[src/rtl/rom_scan_ctrl.sv]
// Address sequencer for the 8x4 Rom: first-match search (mode 0) or maximum search (mode 1).
// Results become valid as SCAN exits; done pulses one cycle later.
module rom_scan_ctrl #(
   parameter int ADDR_W = 3,
   parameter int DATA_W = 4
) (
   input  logic              clk,
   input  logic              reset,
   input  logic              start,
   input  logic              mode,
   input  logic [DATA_W-1:0] key,
   output logic [ADDR_W-1:0] Rom_addr,
   input  logic [DATA_W-1:0] Rom_data,
   output logic              busy,
   output logic              done,
   output logic              found,
   output logic [ADDR_W-1:0] result_index,
   output logic [DATA_W-1:0] result_value
);

   // state  | meaning
   // S_IDLE | waiting for start, Rom_addr held at 0
   // S_SCAN | one Rom address evaluated per cycle
   // S_DONE | results written; done pulse issued on leaving
   typedef enum logic [1:0] {
      S_IDLE = 2'd0,
      S_SCAN = 2'd1,
      S_DONE = 2'd2
   } state_t;

   state_t              r_state,   w_state_nxt;
   logic [ADDR_W-1:0]   r_addr,    w_addr_nxt;
   logic                r_busy,    w_busy_nxt;
   logic                r_done,    w_done_nxt;
   logic                r_found,   w_found_nxt;
   logic [ADDR_W-1:0]   r_idx,     w_idx_nxt;
   logic [DATA_W-1:0]   r_val,     w_val_nxt;
   logic                r_mode,    w_mode_nxt;
   logic [DATA_W-1:0]   r_key,     w_key_nxt;
   logic [DATA_W-1:0]   r_max,     w_max_nxt;
   logic [ADDR_W-1:0]   r_max_idx, w_max_idx_nxt;
   logic                w_last;
   logic                w_take;

   assign w_last = (r_addr == {ADDR_W{1'b1}});
   // Strict greater-than keeps the lowest index on ties.
   assign w_take = (r_addr == '0) || (Rom_data > r_max);

   always_comb begin
      w_state_nxt   = r_state;
      w_addr_nxt    = r_addr;
      w_busy_nxt    = r_busy;
      w_done_nxt    = 1'b0;
      w_found_nxt   = r_found;
      w_idx_nxt     = r_idx;
      w_val_nxt     = r_val;
      w_mode_nxt    = r_mode;
      w_key_nxt     = r_key;
      w_max_nxt     = r_max;
      w_max_idx_nxt = r_max_idx;
      unique case (r_state)
         S_IDLE: begin
            w_addr_nxt = '0;
            if (start) begin
               w_mode_nxt  = mode;
               w_key_nxt   = key;
               w_busy_nxt  = 1'b1;
               w_state_nxt = S_SCAN;
            end
         end
         S_SCAN: begin
            if (!r_mode) begin
               if (Rom_data == r_key) begin
                  w_found_nxt = 1'b1;
                  w_idx_nxt   = r_addr;
                  w_val_nxt   = Rom_data;
                  w_state_nxt = S_DONE;
               end else if (w_last) begin
                  w_found_nxt = 1'b0;
                  w_idx_nxt   = '0;
                  w_val_nxt   = '0;
                  w_state_nxt = S_DONE;
               end else begin
                  w_addr_nxt  = r_addr + 1'b1;
               end
            end else begin
               if (w_take) begin
                  w_max_nxt     = Rom_data;
                  w_max_idx_nxt = r_addr;
               end
               if (w_last) begin
                  w_found_nxt = 1'b1;
                  w_idx_nxt   = w_take ? r_addr   : r_max_idx;
                  w_val_nxt   = w_take ? Rom_data : r_max;
                  w_state_nxt = S_DONE;
               end else begin
                  w_addr_nxt  = r_addr + 1'b1;
               end
            end
            if (w_state_nxt == S_DONE) begin
               w_busy_nxt = 1'b0;
               w_addr_nxt = '0;
            end
         end
         S_DONE: begin
            w_done_nxt  = 1'b1;
            w_state_nxt = S_IDLE;
         end
         default: begin
            w_state_nxt = S_IDLE;
            w_busy_nxt  = 1'b0;
            w_addr_nxt  = '0;
         end
      endcase
   end

   always_ff @(posedge clk) begin
      if (reset) begin
         r_state   <= S_IDLE;
         r_addr    <= '0;
         r_busy    <= 1'b0;
         r_done    <= 1'b0;
         r_found   <= 1'b0;
         r_idx     <= '0;
         r_val     <= '0;
         r_mode    <= 1'b0;
         r_key     <= '0;
         r_max     <= '0;
         r_max_idx <= '0;
      end else begin
         r_state   <= w_state_nxt;
         r_addr    <= w_addr_nxt;
         r_busy    <= w_busy_nxt;
         r_done    <= w_done_nxt;
         r_found   <= w_found_nxt;
         r_idx     <= w_idx_nxt;
         r_val     <= w_val_nxt;
         r_mode    <= w_mode_nxt;
         r_key     <= w_key_nxt;
         r_max     <= w_max_nxt;
         r_max_idx <= w_max_idx_nxt;
      end
   end

   assign Rom_addr     = r_addr;
   assign busy         = r_busy;
   assign done         = r_done;
   assign found        = r_found;
   assign result_index = r_idx;
   assign result_value = r_val;

endmodule
[config.mk]
export PLATFORM = sky130hd
export DESIGN_NAME = rom_scan_ctrl
export DESIGN_NICKNAME = d
export VERILOG_FILES = /design/src/rtl/rom_scan_ctrl.sv
export SDC_FILE = /design/constraint.sdc
export NUM_CORES = 1
export LEC_CHECK = 0
export CAP_MARGIN = 20
export CORE_MARGIN = 1
export CORE_UTILIZATION = 40
export CTS_BUF_LIST = sky130_fd_sc_hd__clkbuf_4
export DETAILED_ROUTE_END_ITERATION = 10
export GPL_ROUTABILITY_DRIVEN = 1
export HOLD_SLACK_MARGIN = 0.12
export PLACE_DENSITY = 0.71
export SLEW_MARGIN = 15
export SYNTH_ARGS = -nofsm -noshare
export SYNTH_HDL_FRONTEND = slang
export SYNTH_SLANG_ARGS = --single-unit
[constraint.sdc]
create_clock -name clk -period 4.8 [get_ports clk]
set_input_delay 0.48 -clock clk [delete_from_list [all_inputs] [get_ports clk]]
set_output_delay 0.48 -clock clk [all_outputs]
set_load 0.005 [all_outputs]
== After elaboration in Yosys (flattened, before gate mapping) ==
Index checks and enable logic that the tools add are counted.

* Word-level logic and storage cells: 61
* Input port bits: 12
* Output and inout bits: 13
* Bits in registers: 27

* Eq/ne operators: 9
* Bitwise logic cells: 1
* Reduce and logical (&&, ||, !) cells: 9
* Add/subtract/negate cells: 1
* Magnitude comparators: 1
* Mux-type cells: 29

{| class="wikitable"
|+ Operator list
! operator !! count
|-
| $mux 3 || 9
|-
| $mux 4 || 5
|-
| $mux 2 || 5
|-
| $mux 1 || 7
|-
| $pmux 3 s2 || 1
|-
| $reduce_and 2->1 || 3
|-
| $reduce_and 3->1 || 2
|-
| $eq 2x2->1 const B || 2
|-
| $eq 4x4->1 || 1
|-
| $gt 4x4->1 || 1
|-
| $ne 2x2->1 const B || 2
|-
| $ne 4x4->1 const B || 1
|-
| $pmux 2 s2 || 1
|-
| $add 3x1->3 const B || 1
|-
| $eq 3x3->1 const B || 1
|-
| $logic_not 3->1 || 1
|-
| $pmux 1 s3 || 1
|-
| $eq 2x1->1 const B || 1
|-
| $logic_not 2->1 || 1
|-
| $ne 2x1->1 const B || 1
|-
| $reduce_bool 2->1 || 1
|-
| $logic_or 1x1->1 || 1
|-
| $not 1->1 || 1
|}

== Depth between registers and ports, before layout ==
* Word-level depth: 8
* Depth in mapped cells: 8
* Mapped depth without buffers: 7

== Least setup slack after synthesis ==
No wires, ideal clock.

* Kind: input to register
* Start point: in Rom_data[3]
* End point: reg r_max[0]
* Data arrival time: 1868 ps
* Cell stages on the path: 7
* Path slack: 2805 ps
* Path buffers: 1
* Required time: 4672 ps
* Library setup time: 128 ps
* Path through: ha_1 and3_2 and3b_1 buf_6 nor3_4 mux2i_1 nor2_1

* Word-level cells in the longest chain between the ends: 3

{| class="wikitable"
|+ RTL lines
! element !! RTL line !! text
|-
| start: declaration || 13 || <nowiki>input logic [DATA_W-1:0] Rom_data,</nowiki>
|-
| $gt 4x4->1 || 47 || <nowiki>assign w_take = (r_addr == '0) || (Rom_data > r_max);</nowiki>
|-
| $logic_or 1x1->1 || 47 ||
|-
| $mux 4 || -- ||
|-
| end signal: assignment || 140 || <nowiki>r_max <= w_max_nxt;</nowiki>
|-
| end: declaration || 40 || <nowiki>logic [DATA_W-1:0] r_max, w_max_nxt;</nowiki>
|}

No other way between the ends.
A chain may end at the register's enable or synchronous reset.

== Worst setup path in the final report ==
* Start point: in Rom_data[3]
* End point: reg r_val[0] (netlist: result_value[0])

* Word-level cells in the longest chain between the ends: 5
* Elaborated cells between the ends (all ways): 9
* Classes of those cells: 1 x order compare; 1 x eq/ne; 4 x mux; 3 x reduce/logical

{| class="wikitable"
|+ RTL lines
! element !! RTL line !! text
|-
| $gt 4x4->1 || 47 ||
|-
| $logic_or 1x1->1 || 47 ||
|-
| $mux 4 || -- ||
|-
| $mux 4 || 91 || <nowiki>if (w_last) begin</nowiki>
|-
| $mux 4 || 72 || <nowiki>if (!r_mode) begin</nowiki>
|-
| end signal: assignment || 137 || <nowiki>r_val <= w_val_nxt;</nowiki>
|-
| end: declaration || 37 || <nowiki>logic [DATA_W-1:0] r_val, w_val_nxt;</nowiki>
|}

Several ways; a longest one is shown, not always the timed one. The select of a mux whose other input is x is not followed.

==> results.yml <==
run_status:
  status: "finished clean"
timing:
  rsz0062_at_grt: "no"
  finalCritPeriodShare_pct: 51.0
  setup_viol: 0
  maxSlewHeadroom_pct: 39.7
  timing.final.ws_setup_ns: 2.35
  tightest_slew_ns: 0.902
  holdWs_ns: 0.484
  slew_violations: 0
  clock_skew_ns: 0.00439
  fin_setup_tns_ns: 0
  min_period_ns: 2.45
  fmax_ghz: 0.408
  finalHoldViolCount: 0
power:
  switchingPower_mw: 0.114
  p_per_area_nw_per_um2: 235
  switching_share_pct: 27.6
  leakage_nw: 0.628
  total_power_mw: 0.413
  seq_power_share_pct: 58.4
  p_int_mw: 0.299
  ir_drop_mv: 0.142
  power_frac_comb_pct: 17.5
  clkPwrFrac_pct: 24.1
synthesis:
  yosysTopAreaCellShare_pct: 36.8
  netlist_instances: 159
  ys_async_sr_fraction_pct: 0
  synth-edff-count: 0
  synth_area_sq_um: 1470
  postSynthAreaPerCell_sq_um: 9.24
  synth_cell_types: 43
  ys_seq_area_share_pct: 36.8
  synthFlopType: "dfxtp_1"
  ys_ff_latch: 27
  yosysTopAreaCell: "dfxtp_1"
  syn_nets: 179
  netlist_top_cells_area: "dfxtp_1, ha_1, mux2i_1, nor2_1, nand2_1"
  yosys_warnings: 0
final_layout:
  fillCellCount: 328
  fin_nets: 201
  area_growth_pct: 19.4
  final_cells: 226
  drive_gt1_share_pct: 7.78
  final_common_cell: "dfxtp_1"
  stdcell_area_sq_um: 1750
  mostFrequentLayoutCells: "dfxtp_1, clkdlybuf4s50_1, nor2_1"
  diodes: 0
  post-route-util_pct: 51.4
global_route:
  gr-total-overflow: 0
  met3_usage_pct: 4.56
  antenna_found_initial: 0
  grt.met1_usage_pct: 19.3
  grt_most_used_layer: "met2"
  grt_pass1_wl_microns: 5240
  grt_use_total_pct: 16.9
  grt_max_degree: 28
  grt_pass1_vias: 1198
  grtUsageMet2_pct: 30.2
clock_tree:
  root_buffer: "clkbuf_4"
  insertion_delay_ns: 0.33
  cts.clk_slew.worst_paths_ns: 0.14
  cts_resized: 0
  clk_path_buf_depth: 2
  cts_made_buffers: 3
  holdBufCountCts: 0
  htreeDepth: 1
  cts_tree: "built"
  cts.sinks: 27
  cts_setup_buffers: 0
critical_path:
  worstPathMaxFanout: 10
  endpoint_kind: "register"
  critPathRequiredTime_ns: 5.04
  crit_path_start_kind: "input pin"
  path_cells: "clkdlybuf4s50_1, ha_1, and4b_4, a211o_1, a21oi_4, a31oi_1, a311oi_1"
  slowest_stage: "clkdlybuf4s50_1"
  max_stage_delay_ns: 0.50
  arrival_ns: 2.69
  reg2reg_slack_ns: 2.62
  criticalPathCategory: "input pin to register"
job:
  cap_viol_max_count: 0
drt:
  drt-total-wl_microns: 3140
  dr.pass1.iters: 4
  drt_iter0_drc: 46
  drc: 0
  viasPerCell: 5.50
  routedWlPerCell_microns: 13.9
  dr_total_vias: 1243
  ant_nets: 0
floorplan:
  ios: 25
  fp.dieArea_sq_um: 3920
  die_w_microns: 62.6
  initial_core_util_pct: 43.0
  die_height_microns: 62.6
  rows: 21
  core-area_sq_um: 3420
placed_design:
  post-place-ws_ns: 2.01
  place_congestion: 0.923
  dp.cells: 222
  placedInstanceArea_sq_um: 1730
  hpwl_microns: 2410
  port-buffer-count: 24
min_path:
  hold_path_class: "register to register"
==> critical path: cells and delay by family <==
| family | cells | cell delay, ns |
|---|---|---|
| adder cells (fa/ha/maj) | 1 | 0.41 |
| AND/OR/NAND/NOR | 1 | 0.23 |
| buffers and inverters | 1 | 0.50 |
| AO/OA/AOI/OAI | 4 | 1.07 |
==> area by class of cell <==
class	count	area, sq um	area share, %
multi-input combinational	119	866	49.4
sequential	27	541	30.8
timing repair buffer	24	240	13.7
tap	46	57.6	3.28
clock buffer	3	22.5	1.28
inverter	6	22.5	1.28
clock inverter	1	5.00	0.285
==> power groups by stage <==
stage                     Combinational (mW)  Sequential, mW  Clock (mW)
final                                 0.0722           0.241      0.0995
after global placement                0.0696           0.246           0
after detailed placement              0.0718           0.246           0
after floorplan                       0.0483           0.242           0
after global routing                  0.0790           0.242       0.115
after CTS                             0.0722           0.241       0.104
==> worst paths after layout <==
kind,start,endpoint,depth (start not counted)
max,Rom_data[3],result_value[0]$_SDFFE_PP0P_,7
min reg2reg,busy$_SDFFE_PP0P_,busy$_SDFFE_PP0P_,2
max reg2reg,r_max[3]$_SDFFE_PP0P_,result_value[0]$_SDFFE_PP0P_,7
min,busy$_SDFFE_PP0P_,busy$_SDFFE_PP0P_,2
==> cells in the mapped netlist (2+ instances only) <==
library cell	n
nand3_1	2
clkbuf_1	3
o21ai_0	7
ha_1	8
xnor2_1	4
a22o_1	2
a21o_1	2
o21bai_1	2
mux2i_1	9
buf_2	2
a41oi_1	3
nor3_1	8
nand3b_1	2
inv_1	6
a21oi_1	5
nor2_1	18
nor2b_1	2
nand2b_1	4
a31oi_1	4
dfxtp_1	27
nand2_1	13
a311oi_1	5
==> state kept, by name (all words and copies together) (netlist names) <==
name          cells
busy              1
done              1
r_mode            1
result_value      4
result_index      3
r_max             4
found             1
r_key             4
r_state           2
r_max_idx         3
Rom_addr          3
==> layer usage <==
| layer | part of all wire (%) | wire, microns |
|---|---|---|
| met4 | 1.3 | 40 |
| met1 | 44 | 1380 |
| met2 | 50 | 1570 |
| met3 | 4.6 | 143 |
| met5 | 0 | 0 |
==> kinds of logic after synthesis <==
logic type	synth area share, %
buffers and inverters	4.26
flip-flops	36.8
multiplexers	6.90
AND/OR/NAND/NOR	22.9
AO/OA/AOI/OAI	19.9
adder cells (fa/ha/maj)	6.81
XOR/XNOR	2.38
No activity file was read; power rests on OpenSTA's default activity.
